$ cat src/rtl/serial_subtractor.sv
// rtl/serial_subtractor.sv - bit-serial subtractor, LSB first, one bit per clock
//
// Computes diff = x - y - bin (mod 2^WIDTH) and the borrow out of the MSB.
// One result bit is produced per clock, so a subtraction takes WIDTH clocks.
// The result is reported with a one-cycle done pulse.
//
// Parameters:
//   WIDTH  operand/result width in bits, 1..32 (default 8)
//
// Ports:
//   clk    rising-edge clock
//   rst    synchronous active-high reset
//   start  begin a subtraction; accepted only in IDLE or DONE
//   x, y   minuend / subtrahend, captured when start is accepted
//   bin    borrow in, captured when start is accepted
//   busy   high while the subtraction is running
//   done   one-cycle pulse when diff/bout hold the finished result
//   diff   result register; bits shift in from the MSB end while running
//   bout   borrow out of the MSB
//   ovf    signed overflow (present only when SERIAL_SUB_OVF_EN is defined)
//
// Optional feature macro: SERIAL_SUB_OVF_EN

module serial_subtractor #(
    parameter int WIDTH = 8
) (
    input  logic             clk,
    input  logic             rst,
    input  logic             start,
    input  logic [WIDTH-1:0] x,
    input  logic [WIDTH-1:0] y,
    input  logic             bin,
    output logic             busy,
    output logic             done,
    output logic [WIDTH-1:0] diff,
    output logic             bout
`ifdef SERIAL_SUB_OVF_EN
    ,
    output logic             ovf
`endif
);

    localparam int CNT_W = (WIDTH > 1) ? $clog2(WIDTH) : 1;
    localparam logic [CNT_W-1:0] CNT_LAST = CNT_W'(WIDTH - 1);

    typedef enum logic [1:0] {
        ST_IDLE = 2'd0,
        ST_RUN  = 2'd1,
        ST_DONE = 2'd2
    } state_t;

    state_t             state_q, state_d;
    logic [WIDTH-1:0]   a_q, a_d;
    logic [WIDTH-1:0]   b_q, b_d;
    logic               br_q, br_d;
    logic [CNT_W-1:0]   cnt_q, cnt_d;
    logic [WIDTH-1:0]   diff_q, diff_d;
    logic               bout_q, bout_d;

    logic               bit_d;
    logic               br_nxt;
    logic [WIDTH-1:0]   diff_shift;

    // Full-subtractor cell on the current LSBs of the operand shifters.
    assign bit_d  = a_q[0] ^ b_q[0] ^ br_q;
    assign br_nxt = (~a_q[0] & b_q[0]) | (~(a_q[0] ^ b_q[0]) & br_q);

    // New bit enters at the MSB so that after WIDTH shifts the first
    // (least significant) bit has reached position 0.
    generate
        if (WIDTH == 1) begin : g_shift_w1
            assign diff_shift = bit_d;
        end else begin : g_shift_wn
            assign diff_shift = {bit_d, diff_q[WIDTH-1:1]};
        end
    endgenerate

`ifdef SERIAL_SUB_OVF_EN
    logic ovf_q, ovf_d;
`endif

    always_comb begin
        state_d = state_q;
        a_d     = a_q;
        b_d     = b_q;
        br_d    = br_q;
        cnt_d   = cnt_q;
        diff_d  = diff_q;
        bout_d  = bout_q;
`ifdef SERIAL_SUB_OVF_EN
        ovf_d   = ovf_q;
`endif
        case (state_q)
            ST_IDLE, ST_DONE: begin
                if (start) begin
                    a_d     = x;
                    b_d     = y;
                    br_d    = bin;
                    cnt_d   = '0;
                    state_d = ST_RUN;
                end else begin
                    state_d = ST_IDLE;
                end
            end
            ST_RUN: begin
                a_d    = a_q >> 1;
                b_d    = b_q >> 1;
                br_d   = br_nxt;
                diff_d = diff_shift;
                cnt_d  = cnt_q + 1'b1;
                if (cnt_q == CNT_LAST) begin
                    state_d = ST_DONE;
                    bout_d  = br_nxt;
`ifdef SERIAL_SUB_OVF_EN
                    // Borrow into the MSB is br_q at this edge; borrow out is br_nxt.
                    ovf_d   = br_q ^ br_nxt;
`endif
                end
            end
            default: state_d = ST_IDLE;
        endcase
    end

    always_ff @(posedge clk) begin
        if (rst) begin
            state_q <= ST_IDLE;
            a_q     <= '0;
            b_q     <= '0;
            br_q    <= 1'b0;
            cnt_q   <= '0;
            diff_q  <= '0;
            bout_q  <= 1'b0;
`ifdef SERIAL_SUB_OVF_EN
            ovf_q   <= 1'b0;
`endif
        end else begin
            state_q <= state_d;
            a_q     <= a_d;
            b_q     <= b_d;
            br_q    <= br_d;
            cnt_q   <= cnt_d;
            diff_q  <= diff_d;
            bout_q  <= bout_d;
`ifdef SERIAL_SUB_OVF_EN
            ovf_q   <= ovf_d;
`endif
        end
    end

    assign busy = (state_q == ST_RUN);
    assign done = (state_q == ST_DONE);
    assign diff = diff_q;
    assign bout = bout_q;
`ifdef SERIAL_SUB_OVF_EN
    assign ovf  = ovf_q;
`endif

endmodule
$ cat config.mk
export PLATFORM = sky130hd
export DESIGN_NAME = serial_subtractor
export DESIGN_NICKNAME = d
export VERILOG_FILES = /design/src/rtl/serial_subtractor.sv
export SDC_FILE = /design/constraint.sdc
export NUM_CORES = 1
export LEC_CHECK = 0
export BUFFER_PORTS_ARGS = -buffer_cell sky130_fd_sc_hd__buf_2
export CORE_MARGIN = 4
export CORE_UTILIZATION = 45
export CTS_CLUSTER_SIZE = 12
export DETAILED_ROUTE_END_ITERATION = 10
export GPL_TIMING_DRIVEN = 0
export PLACE_DENSITY = 0.67
export SYNTH_ARGS = -nofsm -noshare
export SYNTH_HDL_FRONTEND = slang
export SYNTH_SLANG_ARGS = --single-unit
export TNS_END_PERCENT = 5
$ cat constraint.sdc
create_clock -name clk -period 2.5 [get_ports clk]
set_input_delay 0.125 -clock clk [delete_from_list [all_inputs] [get_ports clk]]
set_output_delay 0.125 -clock clk [all_outputs]
set_load 0.01 [all_outputs]
# [After elaboration in Yosys (flattened, before gate mapping)]
# Cells that the tools add are included.
[word_totals] reg_bits=31 input_bits=20
[classes] n_addsub=1 eq_ne=5 muxes=11 n_bitwise=7 reduce_logical=5
[op_table] cell="8-bit one-hot mux with 2 select lines" n=2
[op_table] cell="8-bit 2-to-1 mux" n=2
[op_table] cell="3-bit one-hot mux with 2 select lines" n=1
[op_table] cell="2-bit one-hot mux with 2 select lines" n=1
[op_table] cell="2-bit AND reduction" n=2
[op_table] cell="3-bit by 1-bit adder with 3-bit output, second input constant" n=1
[op_table] cell="3-bit equality test, second input constant" n=1
[op_table] cell="3-bit 2-to-1 mux" n=1
[op_table] cell="1-bit bitwise AND" n=2
[op_table] cell="2-bit by 1-bit equality test with 1-bit output, second input constant" n=1
[op_table] cell="2-bit equality test, second input constant" n=1
[op_table] cell="2-bit zero test" n=1
[op_table] cell="1-bit 2-to-1 mux" n=2
[op_table] cell="2-bit 2-to-1 mux" n=1
[op_table] cell="2-bit by 1-bit != test with 1-bit output, second input constant" n=1
[op_table] cell="2-bit != test, second input constant" n=1
[op_table] cell="1-bit NOT" n=2
[op_table] cell="1-bit one-hot mux with 2 select lines" n=1
[op_table] cell="2-bit nonzero test" n=1
[op_table] cell="2-bit OR reduction" n=1
[op_table] cell="1-bit bitwise XOR" n=2
[op_table] cell="1-bit OR" n=1

# [Depth between registers and ports, before layout]
# Gate-level depths: netlist of run 1.
[depth] word_depth=5 ltp_mapped=6 mapped_depth_nobuf=4

# [Least setup slack after synthesis of run 1]
# No wires, ideal clock.
[synth_path] path_type="register to register" start="register b_q[0]" end="register bout_q (netlist: bout)" t_arrival_ns=0.971 t_required_ns=2.409 path_slack_ns=1.438 path_stages_with_launch=4 n_path_buf=0 period_less_slack_ns=1.062 cell_sequence="dfxtp_1 inv_1 fa_1 a311oi_1"
[synth_via] elab_chain_cells=4 elab_cells_between_ends=5
[synth_rtl] element="start, declared" line="54" source="logic [WIDTH-1:0] b_q, b_d;"
[synth_rtl] element="start signal, assigned" line="128" source="b_q <= '0;"
[synth_rtl] element="start signal, assigned" line="139" source="b_q <= b_d;"
[synth_rtl] element="1-bit bitwise XOR" line="66" source="assign br_nxt = (~a_q[0] & b_q[0]) | (~(a_q[0] ^ b_q[0]) & br_q);"
[synth_rtl] element="1-bit NOT" line="66"
[synth_rtl] element="1-bit bitwise AND" line="66"
[synth_rtl] element="1-bit OR (*)" line="66"
[synth_rtl] element="end signal, assigned" line="143" source="bout_q <= bout_d;"
[synth_rtl] element="end, declared" line="58" source="logic bout_q, bout_d;"
# Every way passes the cells marked *; elsewhere a longest branch is shown, timed or not.
# A chain may end at the register's enable or synchronous reset.

# [Worst setup path after layout of run 1]
[layout_path] start="register state_q[0]" end="output busy"
[layout_via] elab_chain_cells=1
[layout_rtl] element="start, declared" line="52" source="state_t state_q, state_d;"
[layout_rtl] element="start signal, assigned" line="137" source="state_q <= state_d;"
[layout_rtl] element="2-bit by 1-bit equality test with 1-bit output" line="150" source="assign busy = (state_q == ST_RUN);"
[layout_rtl] element="end, declared" line="33" source="output logic busy,"
# Every way passes these cells.

==> summary.txt, run 1 <==
Crit path time final - 1.437 ns
First-pass GRT wire length - 5195 microns
Number of global-route vias before repair - 1,191
Fin. max-slew vios - 0
GR Util All Layers - 16.60%
Family with the most delay on the worst path - buffers and inverters
Largest stage delay, worst path - 0.38 ns
Crit-path max FO - 10
Final clock skew - 0.009258 ns
Status - finished, final reports clean
CTS tree - built
WS Path Type - register to primary output
Pwr dens - 628.8 mW/mm^2
Post-synthesis average cell area - 8.347 sq um
Cell area after synthesis - 0.001319 sq mm
Worst hold path type - input port to register
Area post-placement - 0.001508 sq mm
Worst-path cell chain - nand2b_1 > buf_6 > inv_2 > buf_6 > buf_2
CTS root buf - clkbuf_4
Type of origin of the critical path - register
Synthesized instance count - 158
Highest metal used - met4
Lkg Pwr - 0.6797 nW
Longest Clk Path Bufs - 2
Max cap viols - 0
WP buf/inv - 4
Routed via count - 1,173
Row count - 19
Worst Max-Slew Pin Slew - 0.4714 ns
WL per Instance - 12.58 microns
Metal1 wirelength - 1316 microns
DP Wirelength - 2047 microns
CTS H-tree depth - 2
Setup TNS - 0 ns
Die X - 62.14 microns
Synth Register Bits - 31
Met2 wire len - 1361 microns
Clk slew on worst S/H paths - 0.10 ns
IR Drop Worst-Case VDD - 589.7 uV
CTS sink count - 31
ANT nets after route - 0
Total CTS buffers - 5
TritonRoute pass-1 iters - 4
RSZ-0062 raised after global routing - no
Slew margin rel. - 68.57%
Final Setup Violations - 0
Post-synthesis sequential area ratio - 47.06%
CP Depth - 5
Remaining global-route overflow - 0
DIE AREA - 0.003861 sq mm
Yosys Warn Count - 0
Distinct cells, synth - 22
Fin crit share - 57.46%
Placer Congestion - 0.8563
Drt drc - 0
Hold path depth - 3
WP data required - 2.38 ns
Nets - 220
Drt first-iter violations - 59
Layout cells sized above 1 - 26.40%
Fin. Hold Viols - 0
Die Y - 62.14 microns
F_max - 696.1 MHz
WL final - 2869 microns
Pin count of the biggest net entering global routing - 11
Wire length on met3 - 140 microns
Port bufs - 30
Initial core utilization - 47.41%
Layout area overhead - 20.11%
Vias per cell - 5.145
Reg2reg path depth - 3
Core area - 0.002781 sq mm
WP data arrival - 1.31 ns
Initial antenna violation count - 0
N_diodes - 0
Crit path capture type - primary output
Syn_nets - 181
CP most frequent cell - buf_6
Final instance area - 0.001584 sq mm
Slowest stage cell, crit path - dfxtp_1
Reg2reg setup slack - 1.34 ns
Worst skew pair latency - 0.33 ns
IO Count - 31
Yosys cell counts:
master | count | area, sq um
nand3_1 | 6 | 30.03
ha_1 | 2 | 25.02
or2b_2 | 1 | 8.760
nand2b_1 | 2 | 12.51
buf_8 | 1 | 15.01
buf_2 | 2 | 10.01
inv_2 | 1 | 3.750
a311oi_2 | 1 | 15.01
nor2_1 | 16 | 60.06
o21a_1 | 1 | 7.510
inv_1 | 2 | 7.510
nand2_1 | 49 | 183.9
a21oi_1 | 15 | 75.07
buf_6 | 3 | 33.78
dfxtp_1 | 31 | 620.6
a2bb2oi_1 | 1 | 8.760
buf_4 | 4 | 30.03
and2b_2 | 1 | 8.760
fa_1 | 1 | 20.02
clkbuf_1 | 3 | 11.26
nor2b_2 | 1 | 8.760
a311oi_1 | 14 | 122.6
cells in the final DEF, fill, tap and decap left out, drive strengths merged, types with 3 or more instances in the layout:
cell type  netlist  routed
inv              3       3
dfxtp           31      31
nand3            6       6
a21oi           15      15
clkbuf           3       9
nor2            16      16
a311oi          15      15
buf             10      40
nand2           49      49
per-layer routing:
metal / up-vias / track usage, %
met5: - / 0
met1: 530 / 19.78
met3: 6 / 7.568
li1: 609 / -
met2: 28 / 25.78
met4: 0 / 6.504
stage by stage:
stage | setup WS (ns) | power, W | cells | hold slack (ns) | util, %
floorplan | 1.438 | 0.0006594 | 158 | 0.1971 | -
global placement | 1.364 | 0.0007011 | 219 | 0.3271 | 54.21
detailed placement | 1.337 | 0.0007073 | 219 | 0.3364 | 54.21
CTS | 1.038 | 0.001003 | 227 | 0.01419 | 56.59
global route | 0.9318 | 0.001060 | 228 | 0.02793 | 56.95
finish | 1.063 | 0.0009960 | 228 | 0.02883 | 56.95
where the power goes:
group          total, W  switching [W]  internal, W
Sequential     0.000542      0.0000175     0.000525
Clock          0.000298       0.000168     0.000130
Combinational  0.000156      0.0000853    0.0000703
cell families after synthesis:
group	share of synthesized area, %
AOI/OAI and AO/OA	17.36
adders and majority gates	3.415
buffers and inverters	8.444
and+or+nand+nor	23.72
DFF	47.06
worst reg2reg max path: stages (launching register included):
cell,delay [ns]
dfxtp_1,0.34
inv_1,0.06
fa_1,0.42
a311oi_1,0.25
final timing paths:
kind,startpoint,to
setup / recovery,state_q[0],busy
hold / removal,y[7],b_q[7]
hold reg to reg,diff[0],diff[0]
setup reg to reg,b_q[0],bout
flip-flops by register name (all words and copies together), names as in the netlist:
name and count:
a_q 8, b_q 8, diff 8, cnt_q 3, state_q 2, bout 1
br_q 1
timing repair:
action | CTS | global route
setup buffers | 0 | 0
hold buffers | 1 | 1
hold endpoints to repair | 1 | 1
resized for setup | 0 | 0
final cells by class:
type / instances / area (sq um)
fillers: 247 / 1197
inverters: 3 / 11.26
clock buffers: 6 / 51.30
clock inverters: 1 / 5.005
flip-flops and latches: 31 / 620.6
repair buffers: 32 / 170.2
plain buffers: 13 / 100.1
well taps: 31 / 38.79
multi-input cells: 111 / 586.8
No activity file was read; power rests on OpenSTA's default activity.
==> inputs of run 2 (changes only) <==
PLACE_DENSITY = 0.69   (was 0.67)
clock period = 1.3 ns   (was 2.5 ns; I/O delays follow)
==> run 2 against run 1 <==
Critical path depth unchanged. First-iteration DRC count up 20%. Global-route usage up 0.46 points. Final cell count up 7.9%. Register-to-register slack worse by 1.2 ns. Cell area up 12%. Core utilization up 6.9 points. Worst hold slack worse by 0.023 ns. Clock skew up 0.0062 ns. Count of clock-buffer cells in the layout unchanged.
==> summary.txt, run 2 (synthesized netlist as in run 1, its figures left out) <==
WL final - 3164 microns (+10%)
RSZ-0062 raised after global routing - no
Slew margin rel. - 67.98% (-0.59 points)
Most frequent cells in the layout - nand2_1, buf_2, dfxtp_1
Vias per cell - 5.167 (+0.43%)
First-pass GRT wire length - 5340 microns (+2.8%)
CTS root buf - clkbuf_4
Die X - 62.14 microns (unchanged)
Type of origin of the critical path - register
Lkg Pwr - 0.7607 nW (+12%)
Commonest non-fill, non-tap cell in the layout - nand2_1
WP data arrival - 1.17 ns (-0.14 ns)
TritonRoute pass-1 iters - 4 (unchanged)
IO Count - 31 (unchanged)
Routed via count - 1,271 (+8.4%)
WP data required - 1.24 ns (-1.14 ns)
Final clock skew - 0.01544 ns (+0.006179 ns)
Largest stage delay, worst path - 0.39 ns (about the same)
Initial antenna violation count - 0 (unchanged)
IR Drop Worst-Case VDD - 886.8 uV (+50%)
Drt drc - 0 (unchanged)
Number of global-route vias before repair - 1,252 (+5.1%)
CP most frequent cell - buf_6
Total CTS buffers - 5 (unchanged)
Final non-filler cell total - 246 (+7.9%)
Worst hold path type - input port to register
Crit-path max FO - 8 (-2)
CTS H-tree depth - 2 (unchanged)
CTS tree - built
Tot Pwr - 0.001971 W (+98%)
WL per Instance - 12.86 microns (+2.2%)
Core area - 0.002781 sq mm (unchanged)
WS Path Type - register to primary output
Drt first-iter violations - 71 (+20%)
Initial core utilization - 47.41% (unchanged)
Fin. Hold Viols - 0 (unchanged)
Layout cells sized above 1 - 27.44% (+1.0 points)
Fin. max-slew vios - 0 (unchanged)
Layout area overhead - 34.63%
Remaining global-route overflow - 0 (unchanged)
Crit path time final - 1.236 ns
Pin count of the biggest net entering global routing - 11 (unchanged)
Placer Congestion - 0.8068 (-5.8%)
Status - finished, final reports clean
Die Y - 62.14 microns (unchanged)
Clk slew on worst S/H paths - 0.08 ns (-0.02 ns)
Crit path capture type - primary output
Max cap viols - 0 (unchanged)
Multi-input logic area - 594.3 sq um (+1.3%)
CTS sink count - 31 (unchanged)
Register area - 623.1 sq um (+0.40%)
Worst skew pair latency - 0.34 ns (about the same)
Worst Max-Slew Pin Slew - 0.4803 ns (+0.008880 ns)
Final Setup Violations - 0 (unchanged)
Final instance area - 0.001775 sq mm (+12%)
Pwr dens - 1110 mW/mm^2 (+77%)
N_diodes - 0 (unchanged)
Slowest stage cell, crit path - dfxtp_2
DIE AREA - 0.003861 sq mm (unchanged)
GR Util All Layers - 17.06% (+0.46 points)
Longest Clk Path Bufs - 2 (unchanged)
Area post-placement - 0.001508 sq mm (unchanged)
Setup TNS - 0 ns (unchanged)
Fin crit share - 95.11%
Row count - 19 (unchanged)
Port bufs - 30 (unchanged)
DP Wirelength - 2072 microns (+1.2%)
ANT nets after route - 0 (unchanged)
Nets - 238 (+8.2%)
F_max - 808.8 MHz
Fillcell total - 259 (+4.9%)
Placed instance count - 219 (unchanged)
Worst-path cell chain - nand2b_4 > buf_6 > inv_6 > buf_6 > buf_6
## run 2: cell count changes in the layout (fill, tap and decap cells not counted), sizes merged
cell,change
dlygate4sd3,+14
buf,+4
## run 2: repair_timing
item | CTS | global route
setup endpoints to repair | 1 | 2
setup buffers | 1 | 3
pin swaps | 0 | 0
hold endpoints to repair | 15 | 0
hold buffers | 16 | 0
gates resized for setup | 2 | 4
## run 2: routing by layer
layer | part of all wire, % | track usage [%] | up-vias
met2 | 48 | 28.37 | 30
met5 | 0 | 0 | -
met3 | 4.6 | 4.865 | 14
li1 | - | - | 643
met4 | 2.9 | 9.756 | 0
met1 | 44 | 19.26 | 584
## run 2: final timing paths
path / startpoint / to / slack, ns / depth (start not counted)
min reg2reg: diff[0] / diff[0] / 0.46 / 2
max reg2reg: state_q[1] / b_q[1] / 0.11 / 5
min: bin / br_q / 0.006 / 3
max: state_q[0] / busy / 0.06 / 5
## run 2: per-stage QoR
| stage | setup WS, ns | hold slack [ns] | utilization [%] |
|---|---|---|---|
| 6_report | 0.06362 | 0.005630 | 63.83 |
| 5_1_grt | 0.01042 | 0.03096 | 63.83 |
| 4_1_cts | 0.008255 | 0.002215 | 62.39 |
| 3_5_place_dp | 0.1282 | 0.2750 | 54.21 |
| 3_3_place_gp | 0.1583 | 0.2672 | 54.21 |
| 2_1_floorplan | 0.2376 | 0.1371 | - |
## run 2: final cells by class
type / count / area share (%)
Sequential cell: 31 / 35.10
Multi-Input combinational cell: 111 / 33.47
Inverter: 3 / 0.9161
Clock inverter: 1 / 0.2819
Buffer: 13 / 5.638
Clock buffer: 6 / 2.889
Timing Repair Buffer: 50 / 19.52
Tap cell: 31 / 2.185
## run 2: where the power goes
| group | total [W] | switching, W | leakage (nW) | internal, W |
|---|---|---|---|---|
| combinational | 0.000358 | 0.000179 | 0.472 | 0.000180 |
| clock | 0.000569 | 0.000319 | 0.0341 | 0.000250 |
| sequential | 0.00104 | 0.0000351 | 0.255 | 0.00101 |
| total | 0.00197 | 0.000532 | 0.761 | 0.00144 |
## run 2: worst max-delay path, delay by kind of cell, from the launching register on
kind,cells,cell delay (ns)
flops,1,0.39
simple gates,1,0.06
buf+inv,4,0.39
==> inputs of run 3 (changes only) <==
CORE_ASPECT_RATIO = 1.2   (was default)
==> run 3 against run 2 <==
Sequential cell count unchanged. Register-to-register slack about the same. Die area about the same. Count of clock-buffer cells in the layout unchanged. Sequential share of layout area up 0.58 points. Clock skew down 0.010 ns. Non-clock buffer count down 3. Combinational power down 3%. Cell area down 1.6%. Highest routed layer unchanged.
==> summary.txt, run 3 (synthesized netlist as in run 1, its figures left out) <==
Hold path depth - 3 (unchanged)
CTS H-tree depth - 2 (unchanged)
Drt drc - 0 (unchanged)
Die Y - 67.30 microns (+8.3%)
CTS root buf - clkbuf_4
WS Path Type - register to primary output
Longest Clk Path Bufs - 2 (unchanged)
Fin crit share - 94.34% (-0.76 points)
Pin count of the biggest net entering global routing - 11 (unchanged)
WP data required - 1.24 ns (about the same)
Placer Congestion - 0.7698 (-4.6%)
N_diodes - 0 (unchanged)
Crit path capture type - primary output
First-pass GRT wire length - 5085 microns (-4.8%)
Type of origin of the critical path - register
TritonRoute pass-1 iters - 4 (unchanged)
IR Drop Worst-Case VDD - 766.0 uV (-14%)
Setup TNS - 0 ns (unchanged)
Crit path time final - 1.226 ns (-0.009925 ns)
Worst skew pair latency - 0.32 ns (-0.02 ns)
Wire length on met3 - 180 microns (+24%)
Crit-path max FO - 8 (unchanged)
Pwr dens - 1126 mW/mm^2 (+1.4%)
Total CTS buffers - 5 (unchanged)
Reg2reg path depth - 3 (-2)
R2R Path Start - b_q[0]
Die X - 57.42 microns (-7.6%)
Most frequent cells in the layout - nand2_1, buf_2, dfxtp_1
Final Setup Violations - 0 (unchanged)
DP Wirelength - 2121 microns (+2.4%)
Slew margin rel. - 67.38% (-0.60 points)
Number of global-route vias before repair - 1,171 (-6.5%)
Port bufs - 30 (unchanged)
Post-layout util - 62.13% (-1.7 points)
Layout cells sized above 1 - 26.89% (-0.56 points)
Initial antenna violation count - 0 (unchanged)
Lkg Pwr - 0.7478 nW (-1.7%)
Row count - 21 (+2)
Met2 wire len - 1527 microns (-0.46%)
GR Util All Layers - 16.91% (-0.15 points)
Final clock skew - 0.005287 ns (-0.01015 ns)
Final non-filler cell total - 246 (unchanged)
Reg2reg end - bout
WP data arrival - 1.16 ns (about the same)
Fin. Hold Viols - 0 (unchanged)
WL final - 3082 microns (-2.6%)
Min-delay src - x[0]
Reg2reg setup slack - 0.11 ns (about the same)
Worst slack at placement - 0.1295 ns (+0.001262 ns)
Placed instance count - 222 (+1.4%)
Remaining global-route overflow - 0 (unchanged)
PnR worst setup slack - 0.07355 ns (+0.009925 ns)
WL per Instance - 12.53 microns (-2.6%)
Drt first-iter violations - 56 (-21%)
Layout area overhead - 32.45%
Worst Max-Slew Pin Slew - 0.4893 ns (+0.008964 ns)
Max cap viols - 0 (unchanged)
Initial core utilization - 46.91% (-0.51 points)
DIE AREA - 0.003864 sq mm (about the same)
Nets - 235 (-1.3%)
CTS tree - built
CTS sink count - 31 (unchanged)
Clk slew on worst S/H paths - 0.10 ns (+0.02 ns)
IO Count - 31 (unchanged)
F_max - 815.4 MHz (+0.81%)
Routed via count - 1,270 (-0.079%)
Core area - 0.002811 sq mm (+1.1%)
Highest metal used - met4
Worst hold path type - input port to register
Fin. max-slew vios - 0 (unchanged)
RSZ-0062 raised after global routing - no
Vias per cell - 5.163 (about the same)
Sink of the worst hold path - a_q[0]
Commonest non-fill, non-tap cell in the layout - nand2_1
ANT nets after route - 0 (unchanged)
Status - finished, final reports clean
Metal1 wirelength - 1346 microns (-3.3%)
-- run 3: changes by cell type in the layout (fill, tap and decap cells not counted) --
cell           previous run  this run
dlygate4sd3_1            16        14
buf_4                     8         7
inv_6                     1         0
inv_8                     0         1
nand2b_1                  1         2
nand2b_4                  1         0
-- run 3: how the worst max path moves through the flow --
stage          depth (start not counted)  slack, ns  endpoint  startpoint
4_1_cts                                5       0.01      busy  state_q[1]
3_5_place_dp                           5       0.13    a_q[5]  state_q[0]
5_1_grt                                5      0.006      busy  state_q[1]
3_3_place_gp                           3       0.17      bout      b_q[0]
2_1_floorplan                          3       0.24      bout      b_q[0]
6_report                               5       0.07      busy  state_q[1]
-- run 3: per-layer routing --
layer  up-vias  GRT usage [%]
met5         -              0
met4         0          4.638
met3         3          6.310
met2        36          29.66
met1       589          19.18
li1        642              -
-- run 3: final cells by class --
type / count / area (sq um)
clock buffer: 6 / 51.30
inverter: 3 / 18.77
buffer: 13 / 100.1
multi-input combinational: 111 / 586.8
clock inverter: 1 / 5.005
tap: 34 / 42.54
sequential: 31 / 623.1
fill: 236 / 1065
timing repair buffer: 47 / 319.1
-- run 3: through the flow --
stage,hold WS [ns],power [W],area [sq um]
2_1_floorplan,0.1371,0.001268,1319
3_3_place_gp,0.2806,0.001351,1511
3_5_place_dp,0.2873,0.001360,1511
4_1_cts,0.001051,0.001973,1719
5_1_grt,0.003763,0.002070,1747
6_report,0.01281,0.001967,1747
-- run 3: timing repair --
item,CTS,global route
hold endpoints to repair,13,0
gates resized for setup,2,4
buffers inserted,1,2
hold buffers,14,0
setup endpoints to repair,1,1
-- run 3: worst max-delay path, stage by stage (launching register included) --
cell and delay [ns]:
dfxtp_2 0.32, nand2b_1 0.14, buf_6 0.14, inv_8 0.06, buf_6 0.09, buf_6 0.09
-- run 3: where the power goes --
| part | switching (W) | internal [W] |
|---|---|---|
| registers | 0.0000338 | 0.00101 |
| logic | 0.000177 | 0.000172 |
| clock network | 0.000325 | 0.000250 |
| total | 0.000536 | 0.00143 |
